[config.mk]
export PLATFORM = sky130hd
export DESIGN_NAME = axi_if_ct_rd_burst_split
export DESIGN_NICKNAME = d
export VERILOG_FILES = /design/src/rtl/axi_if_ct_rd_burst_split.sv
export SDC_FILE = /design/constraint.sdc
export NUM_CORES = 1
export LEC_CHECK = 0
export ABC_CLOCK_PERIOD_IN_PS = 6400
export CAP_MARGIN = 20
export CORE_AREA = 2 2 466 468
export CTS_CLUSTER_DIAMETER = 40
export DETAILED_ROUTE_END_ITERATION = 7
export DIE_AREA = 0 0 468 470
export DONT_BUFFER_PORTS = 1
export PLACE_DENSITY = 0.3
export SYNTH_ARGS = -nofsm -noshare
export SYNTH_HDL_FRONTEND = slang
export SYNTH_SLANG_ARGS = --single-unit
[constraint.sdc]
create_clock -name clk -period 6.4 [get_ports clk]
set_input_delay 1.28 -clock clk [delete_from_list [all_inputs] [get_ports clk]]
set_output_delay 1.28 -clock clk [all_outputs]
set_load 0.01 [all_outputs]
[src/rtl/axi_if_ct_rd_burst_split.sv]
// axi_if_ct_rd_burst_split
// Read-command front end for the CT-area AXI4 master port. Splits a
// (start address, word count) command into INCR bursts that stay inside one
// DDR page and never exceed AXI4_WORD_MAX words. It issues the bursts on AR
// with an outstanding-burst limit, and forwards R beats with a
// command-level last flag.
// Optional feature: define AXI_IF_CT_RD_RRESP_CHECK_EN to enable the sticky
// rresp error flag. Otherwise error is tied low and rresp is ignored.
module axi_if_ct_rd_burst_split #(
    parameter int unsigned AXI4_ADD_W      = 64,
    parameter int unsigned AXI4_DATA_W     = 512,
    parameter int unsigned PAGE_BYTES      = 4096,
    parameter int unsigned CMD_WORD_W      = 16,
    parameter int unsigned OUTSTANDING_MAX = 16
) (
    input  logic                   clk,
    input  logic                   a_rst_n,
    input  logic [AXI4_ADD_W-1:0]  cmd_add,
    input  logic [CMD_WORD_W-1:0]  cmd_word_nb,
    input  logic                   cmd_vld,
    output logic                   cmd_rdy,
    output logic                   m_axi4_arid,
    output logic [AXI4_ADD_W-1:0]  m_axi4_araddr,
    output logic [7:0]             m_axi4_arlen,
    output logic [2:0]             m_axi4_arsize,
    output logic [1:0]             m_axi4_arburst,
    output logic                   m_axi4_arvalid,
    input  logic                   m_axi4_arready,
    input  logic                   m_axi4_rid,
    input  logic [AXI4_DATA_W-1:0] m_axi4_rdata,
    input  logic [1:0]             m_axi4_rresp,
    input  logic                   m_axi4_rlast,
    input  logic                   m_axi4_rvalid,
    output logic                   m_axi4_rready,
    output logic [AXI4_DATA_W-1:0] out_data,
    output logic                   out_last,
    output logic                   out_vld,
    input  logic                   out_rdy,
    output logic                   error
);

    localparam int unsigned AXI4_DATA_BYTES   = AXI4_DATA_W / 8;
    localparam int unsigned AXI4_DATA_BYTES_W = $clog2(AXI4_DATA_BYTES);
    localparam int unsigned PAGE_W            = $clog2(PAGE_BYTES);
    localparam int unsigned PAGE_AXI4_DATA    = PAGE_BYTES / AXI4_DATA_BYTES;
    localparam int unsigned AXI4_WORD_MAX     = (PAGE_AXI4_DATA < 256) ? PAGE_AXI4_DATA : 256;
    localparam int unsigned OUTST_W           = $clog2(OUTSTANDING_MAX + 1);
    localparam logic [OUTST_W-1:0] OUTST_LIM  = OUTST_W'(OUTSTANDING_MAX);

    typedef enum logic [1:0] {
        IDLE,
        ISSUE,
        DRAIN
    } state_t;

    state_t                 state_q, state_d;
    logic [AXI4_ADD_W-1:0]  add_q, add_d;
    logic [CMD_WORD_W-1:0]  ar_rem_q, ar_rem_d;
    logic [CMD_WORD_W-1:0]  r_rem_q, r_rem_d;
    logic [OUTST_W-1:0]     outst_q, outst_d;
    logic                   arvalid_q, arvalid_d;
    logic [AXI4_ADD_W-1:0]  araddr_q, araddr_d;
    logic [7:0]             arlen_q, arlen_d;
    logic [CMD_WORD_W-1:0]  words_d;
    logic [CMD_WORD_W-1:0]  ar_words;
    logic                   ar_hs;
    logic                   r_active;
    logic                   r_hs;
    logic                   rlast_hs;

    // Words in the next burst: limited by remaining words, room left in the
    // current page and the maximum burst length.
    function automatic logic [CMD_WORD_W-1:0] burst_words(
        input logic [AXI4_ADD_W-1:0] addr,
        input logic [CMD_WORD_W-1:0] rem
    );
        logic [31:0] to_page;
        logic [31:0] words;
        to_page = PAGE_AXI4_DATA - 32'(addr[PAGE_W-1:AXI4_DATA_BYTES_W]);
        words   = 32'(rem);
        if (to_page < words) words = to_page;
        if (AXI4_WORD_MAX < words) words = AXI4_WORD_MAX;
        return words[CMD_WORD_W-1:0];
    endfunction

    assign ar_hs    = arvalid_q && m_axi4_arready;
    assign r_active = (state_q != IDLE);
    assign r_hs     = m_axi4_rvalid && m_axi4_rready;
    assign rlast_hs = r_hs && m_axi4_rlast;
    // The burst being handshaken was sized when its payload was registered,
    // so its length is recovered from arlen_q instead of re-running the split.
    assign ar_words = CMD_WORD_W'(arlen_q) + 1'b1;

    assign cmd_rdy        = (state_q == IDLE);
    assign m_axi4_arid    = 1'b0;
    assign m_axi4_araddr  = araddr_q;
    assign m_axi4_arlen   = arlen_q;
    assign m_axi4_arsize  = 3'(AXI4_DATA_BYTES_W);
    assign m_axi4_arburst = 2'b01;
    assign m_axi4_arvalid = arvalid_q;

    assign out_data      = m_axi4_rdata;
    assign out_vld       = m_axi4_rvalid && r_active;
    assign m_axi4_rready = out_rdy && r_active;
    assign out_last      = (r_rem_q == CMD_WORD_W'(1));

    // Next-state logic: command latch, burst split, outstanding count and
    // the registered AR payload for the following cycle.
    always_comb begin
        state_d   = state_q;
        add_d     = add_q;
        ar_rem_d  = ar_rem_q;
        r_rem_d   = r_rem_q;
        araddr_d  = araddr_q;
        arlen_d   = arlen_q;
        outst_d   = outst_q + OUTST_W'(ar_hs) - OUTST_W'(rlast_hs);

        unique case (state_q)
            IDLE: begin
                if (cmd_vld) begin
                    state_d  = ISSUE;
                    add_d    = cmd_add;
                    ar_rem_d = cmd_word_nb;
                    r_rem_d  = cmd_word_nb;
                end
            end
            ISSUE: begin
                if (ar_hs) begin
                    add_d    = add_q + (AXI4_ADD_W'(ar_words) << AXI4_DATA_BYTES_W);
                    ar_rem_d = ar_rem_q - ar_words;
                    if (ar_rem_d == '0) state_d = DRAIN;
                end
            end
            DRAIN: begin
            end
            default: state_d = IDLE;
        endcase

        if (r_hs) begin
            r_rem_d = r_rem_q - 1'b1;
            if (r_rem_q == CMD_WORD_W'(1)) state_d = IDLE;
        end

        // Payload only changes when a new burst is presented, so it is held
        // stable while arvalid waits for arready.
        words_d   = burst_words(add_d, ar_rem_d);
        arvalid_d = (state_d == ISSUE) && (ar_rem_d != '0) && (outst_d < OUTST_LIM);
        if (arvalid_d) begin
            araddr_d = add_d;
            arlen_d  = 8'(words_d - 1'b1);
        end
    end

    // State and datapath registers.
    always_ff @(posedge clk or negedge a_rst_n) begin
        if (!a_rst_n) begin
            state_q   <= IDLE;
            add_q     <= '0;
            ar_rem_q  <= '0;
            r_rem_q   <= '0;
            outst_q   <= '0;
            arvalid_q <= 1'b0;
            araddr_q  <= '0;
            arlen_q   <= '0;
        end else begin
            state_q   <= state_d;
            add_q     <= add_d;
            ar_rem_q  <= ar_rem_d;
            r_rem_q   <= r_rem_d;
            outst_q   <= outst_d;
            arvalid_q <= arvalid_d;
            araddr_q  <= araddr_d;
            arlen_q   <= arlen_d;
        end
    end

`ifdef AXI_IF_CT_RD_RRESP_CHECK_EN
    logic error_q;
    logic unused_rid;

    assign unused_rid = m_axi4_rid;
    assign error      = error_q;

    // Sticky error on any accepted beat with a non-OKAY response.
    always_ff @(posedge clk or negedge a_rst_n) begin
        if (!a_rst_n) begin
            error_q <= 1'b0;
        end else if (r_hs && (m_axi4_rresp != 2'b00)) begin
            error_q <= 1'b1;
        end
    end
`else
    logic unused_r;

    assign unused_r = ^{m_axi4_rid, m_axi4_rresp};
    assign error    = 1'b0;
`endif

endmodule

==> summary.txt <==
Pwr
  – Peak supply drop: 0.459 mV
  – Pint: 4060 µW
  – Power share of the sequential group: 30.2%
  – Sw frac: 47.5%
  – Sw power: 3680 µW
  – Clock power frac: 14.7%
  – Combinational Power Share: 55.1%
  – Overall power: 7750 µW
  – PwrDens: 535 nW/µm²
  – Pleak: 0.00483 µW

Detailed routing
  – WL/cell: 41.3 µm
  – DRC: 0
  – Routed WL: 164000 µm
  – Routed Antenna Nets: 0
  – Vias/cell: 2.45
  – First-pass DRT Iterations: 5
  – Via count: 9754
  – DR iter-0 viols: 527

Finish
  – Layout cell share with drive strength beyond 1: 13.9%
  – Reg area: 4410 µm²
  – Net count, final: 1746
  – Fillers: 25384
  – Multi-input logic area: 5350 µm²
  – P&R area growth vs syn: 3.18%
  – Design area: 14500 µm²

Placement
  – Cell Area, Placed: 13900 µm²
  – Final Wtd Congestion: 0.913
  – Number of I/O port buffers: 0
  – Detailed placement HPWL: 151000 µm

GRT
  – Antenna violations before repair: 23
  – Gr ovfl total: 0
  – Pin count of the biggest net entering global routing: 177
  – GRT Util Overall: 14.3%
  – Vias in the first global route: 9502
  – First-pass GRT wire length: 186000 µm

Worst setup path
  – Critical path's largest stage delay: 0.58 ns
  – Setup Crit Path Kind: reg -> reg
  – Cell family with most CP delay: simple AND/OR/NAND/NOR gates
  – CP max FO: 7
  – Crit path DAT: 6.07 ns
  – Startpoint Class: flip-flop
  – Crit-path cells: ha_1 -> fa_1 -> and3_1 -> nor2_1 -> xor2_1 -> o21ai_0 -> nor3_1 -> and3_1 -> xnor2_1 -> inv_1 -> ha_1 -> nor3_1 -> nor3_1 -> or4b_4 -> nand3b_1 -> and2_1 -> ha_1 -> buf_4 -> a2111o_1 -> o221a_2
  – Worst Setup End Kind: flip-flop
  – CP bufs+invs: 2
  – Slowest-stage cell, CP: or4b_4
  – Critical path required time: 6.79 ns

Floorplanning
  – Initial Util: 6.50%
  – Core area: 216000 µm²
  – Die H: 470 µm
  – Die area: 220000 µm²
  – Cell Rows: 171
  – Die width: 468 µm
  – I/O pin cnt: 1198

Hold path
  – Min-Delay Path Class: in -> async

Clock tree
  – Clk buf depth: 2
  – Clk slew on worst S/H paths: 0.08 ns
  – Post-CTS Repair Setup Buffers: 0
  – Clk_lat worst skew: 0.50 ns
  – CTS sink cnt: 176
  – Root Buffer: clkbuf_16
  – CTS buffer count: 17
  – CTS hold repair buffers: 0
  – Post_cts resized: 0
  – H-tree depth: 4
  – CTS tree: yes

STA
  – Final Setup Violations: 0
  – Post-Route Setup TNS: 0 ns
  – Hold Fails Final Rpt: 0
  – WHS: 0.469 ns
  – RSZ-0062 raised after global routing: no
  – Worst clock skew: 0.0165 ns
  – Final Critical Period: 5.68 ns
  – Slew @ Worst Pin: 0.943 ns
  – Max frequency: 176 MHz
  – Pins over their slew limit: 0
  – Post-route clock period utilization: 88.7%
  – Worst slew margin: 36.6%

Synthesis
  – Yosys reg bits: 176
  – Unique cell type count in the Yosys netlist: 85
  – Part of the Yosys area used for sequential elements: 31.4%
  – Synthesized cell area: 14000 µm²
  – Yosys warnings: 0
  – EDFF count, synth: 0
  – Top cells by area, synth: dfrtp_1 31%, buf_4 28%, mux2_2 5.0%
  – Top cell type's share of synthesized area: 31.4%
  – Async S/R FF share, synth: 100%
  – Avg Synthesized Cell Area: 8.71 µm²
  – Largest area contributor in the netlist: dfrtp_1
  – Synthesized instance count: 1611
  – Prevailing post-synth register cell: dfrtp_1

Run
  – Max cap viols: 0

Status
  – Run status: completed
-- per-layer routing --
| layer | GRT usage, % | vias up | routed length [µm] |
|---|---|---|---|
| met3 | 22.7 | 125 | 56300 |
| met4 | 2.34 | 14 | 2520 |
| met5 | 1.38 | - | 402 |
| met1 | 6.33 | 4506 | 24800 |
| met2 | 24.7 | 1090 | 80000 |
| li1 | - | 4019 | - |
-- synthesized netlist by cell type, types with 14 or more instances --
master,instances
buf_4,519
dfrtp_1,176
nand2_1,126
nor2_1,89
a21oi_1,81
mux2_2,62
o21ai_0,58
inv_1,50
nand3_1,40
nor3_1,35
ha_1,34
clkbuf_1,33
xnor2_1,23
and3_1,15
a22oi_1,14
a31oi_1,14
o22a_1,14
-- cell families after synthesis --
| family | after synthesis | synth area share [%] |
|---|---|---|
| adder cells (fa/ha/maj) | 37 | 3.46 |
| other | 2 | 0.0535 |
| multiplexers | 65 | 5.19 |
| AND/OR/NAND/NOR | 387 | 13.4 |
| buffers and inverters | 621 | 30.7 |
| AO/OA/AOI/OAI | 289 | 13.7 |
| XOR/XNOR | 34 | 2.12 |
| flip-flops | 176 | 31.4 |
-- power groups by stage --
stage / combinational, µW / clock (µW) / sequential (µW)
3_3_place_gp: 4400 / 0 / 2410
6_report: 4270 / 1140 / 2340
2_1_floorplan: 3420 / 0 / 2070
4_1_cts: 4380 / 1190 / 2390
5_1_grt: 4760 / 1220 / 2440
3_5_place_dp: 4360 / 0 / 2400
-- cell usage in the layout (no fill, tap or decap), types with 4 or more instances in the layout --
cell type  synthesis  routed
a311oi_1           6       6
and2_1            10      10
a211o_1            4       4
o22a_1            14      14
mux2_2            62      62
ha_1              34      34
clkinv_8           0       4
xor2_1            11      11
nor2b_1            6       6
o21ai_0           58      58
o31ai_1            4       4
inv_1             50      50
o311ai_0           4       4
a21o_1            11      11
a211oi_1           4       4
nor4_1             9       9
buf_4            519      38
o32ai_1            4       4
nand2_1          126     126
nor2_1            89      88
nor3_1            35      35
clkbuf_16          0      17
o22ai_1            7       7
a32oi_1            5       5
o211ai_1          13      13
xnor2_1           23      23
o21a_1             5       5
nand3_1           40      40
a21oi_1           81      81
dfrtp_1          176     174
nand4_1           11      11
a221o_1           11      11
a31oi_1           14      14
nor3b_1            6       6
a22oi_1           14      14
conb_1             2       7
and3_1            15      15
or4_1              6       5
nand2b_1           8       8
-- registers in the layout, indices dropped and copies added, names as in the netlist --
name,flops
outst_q,5
m_axi4_araddr,64
add_q,64
m_axi4_arvalid,1
state_q,2
r_rem_q,16
ar_rem_q,16
m_axi4_arlen,8
-- stage by stage --
stage	utilization (%)	std cells	setup WS, ns
6_report	6.71	3976	0.721
5_1_grt	6.71	3974	0.312
4_1_cts	6.70	3973	0.517
3_5_place_dp	6.42	3941	0.527
3_3_place_gp	6.42	3941	0.511
2_1_floorplan	-	1616	0.724
-- worst paths after layout --
| path | startpoint | end | slack, ns | depth (start not counted) |
|---|---|---|---|---|
| hold / removal | a_rst_n | m_axi4_araddr[45] | 0.47 | 0 |
| setup reg to reg | m_axi4_arlen[0] | m_axi4_arlen[4] | 0.72 | 20 |
| hold reg to reg | add_q[2] | add_q[2] | 0.47 | 2 |
| min in group clk | add_q[2] | add_q[2] | 0.47 | 2 |
| setup / recovery | m_axi4_arlen[0] | m_axi4_arlen[4] | 0.72 | 20 |
| max in group asynchronous | a_rst_n | m_axi4_araddr[2] | 5.53 | 0 |
-- final cells by class --
cell class | count | area share, %
diodes | 2 | 0.0346
clock buffers | 18 | 3.03
clock inverters | 14 | 1.13
inverters | 52 | 1.35
multi-input cells | 819 | 37.0
flip-flops and latches | 176 | 30.4
well taps | 2854 | 24.7
repair buffers | 41 | 2.35
Note: power is estimated with default switching activity, not from simulation.
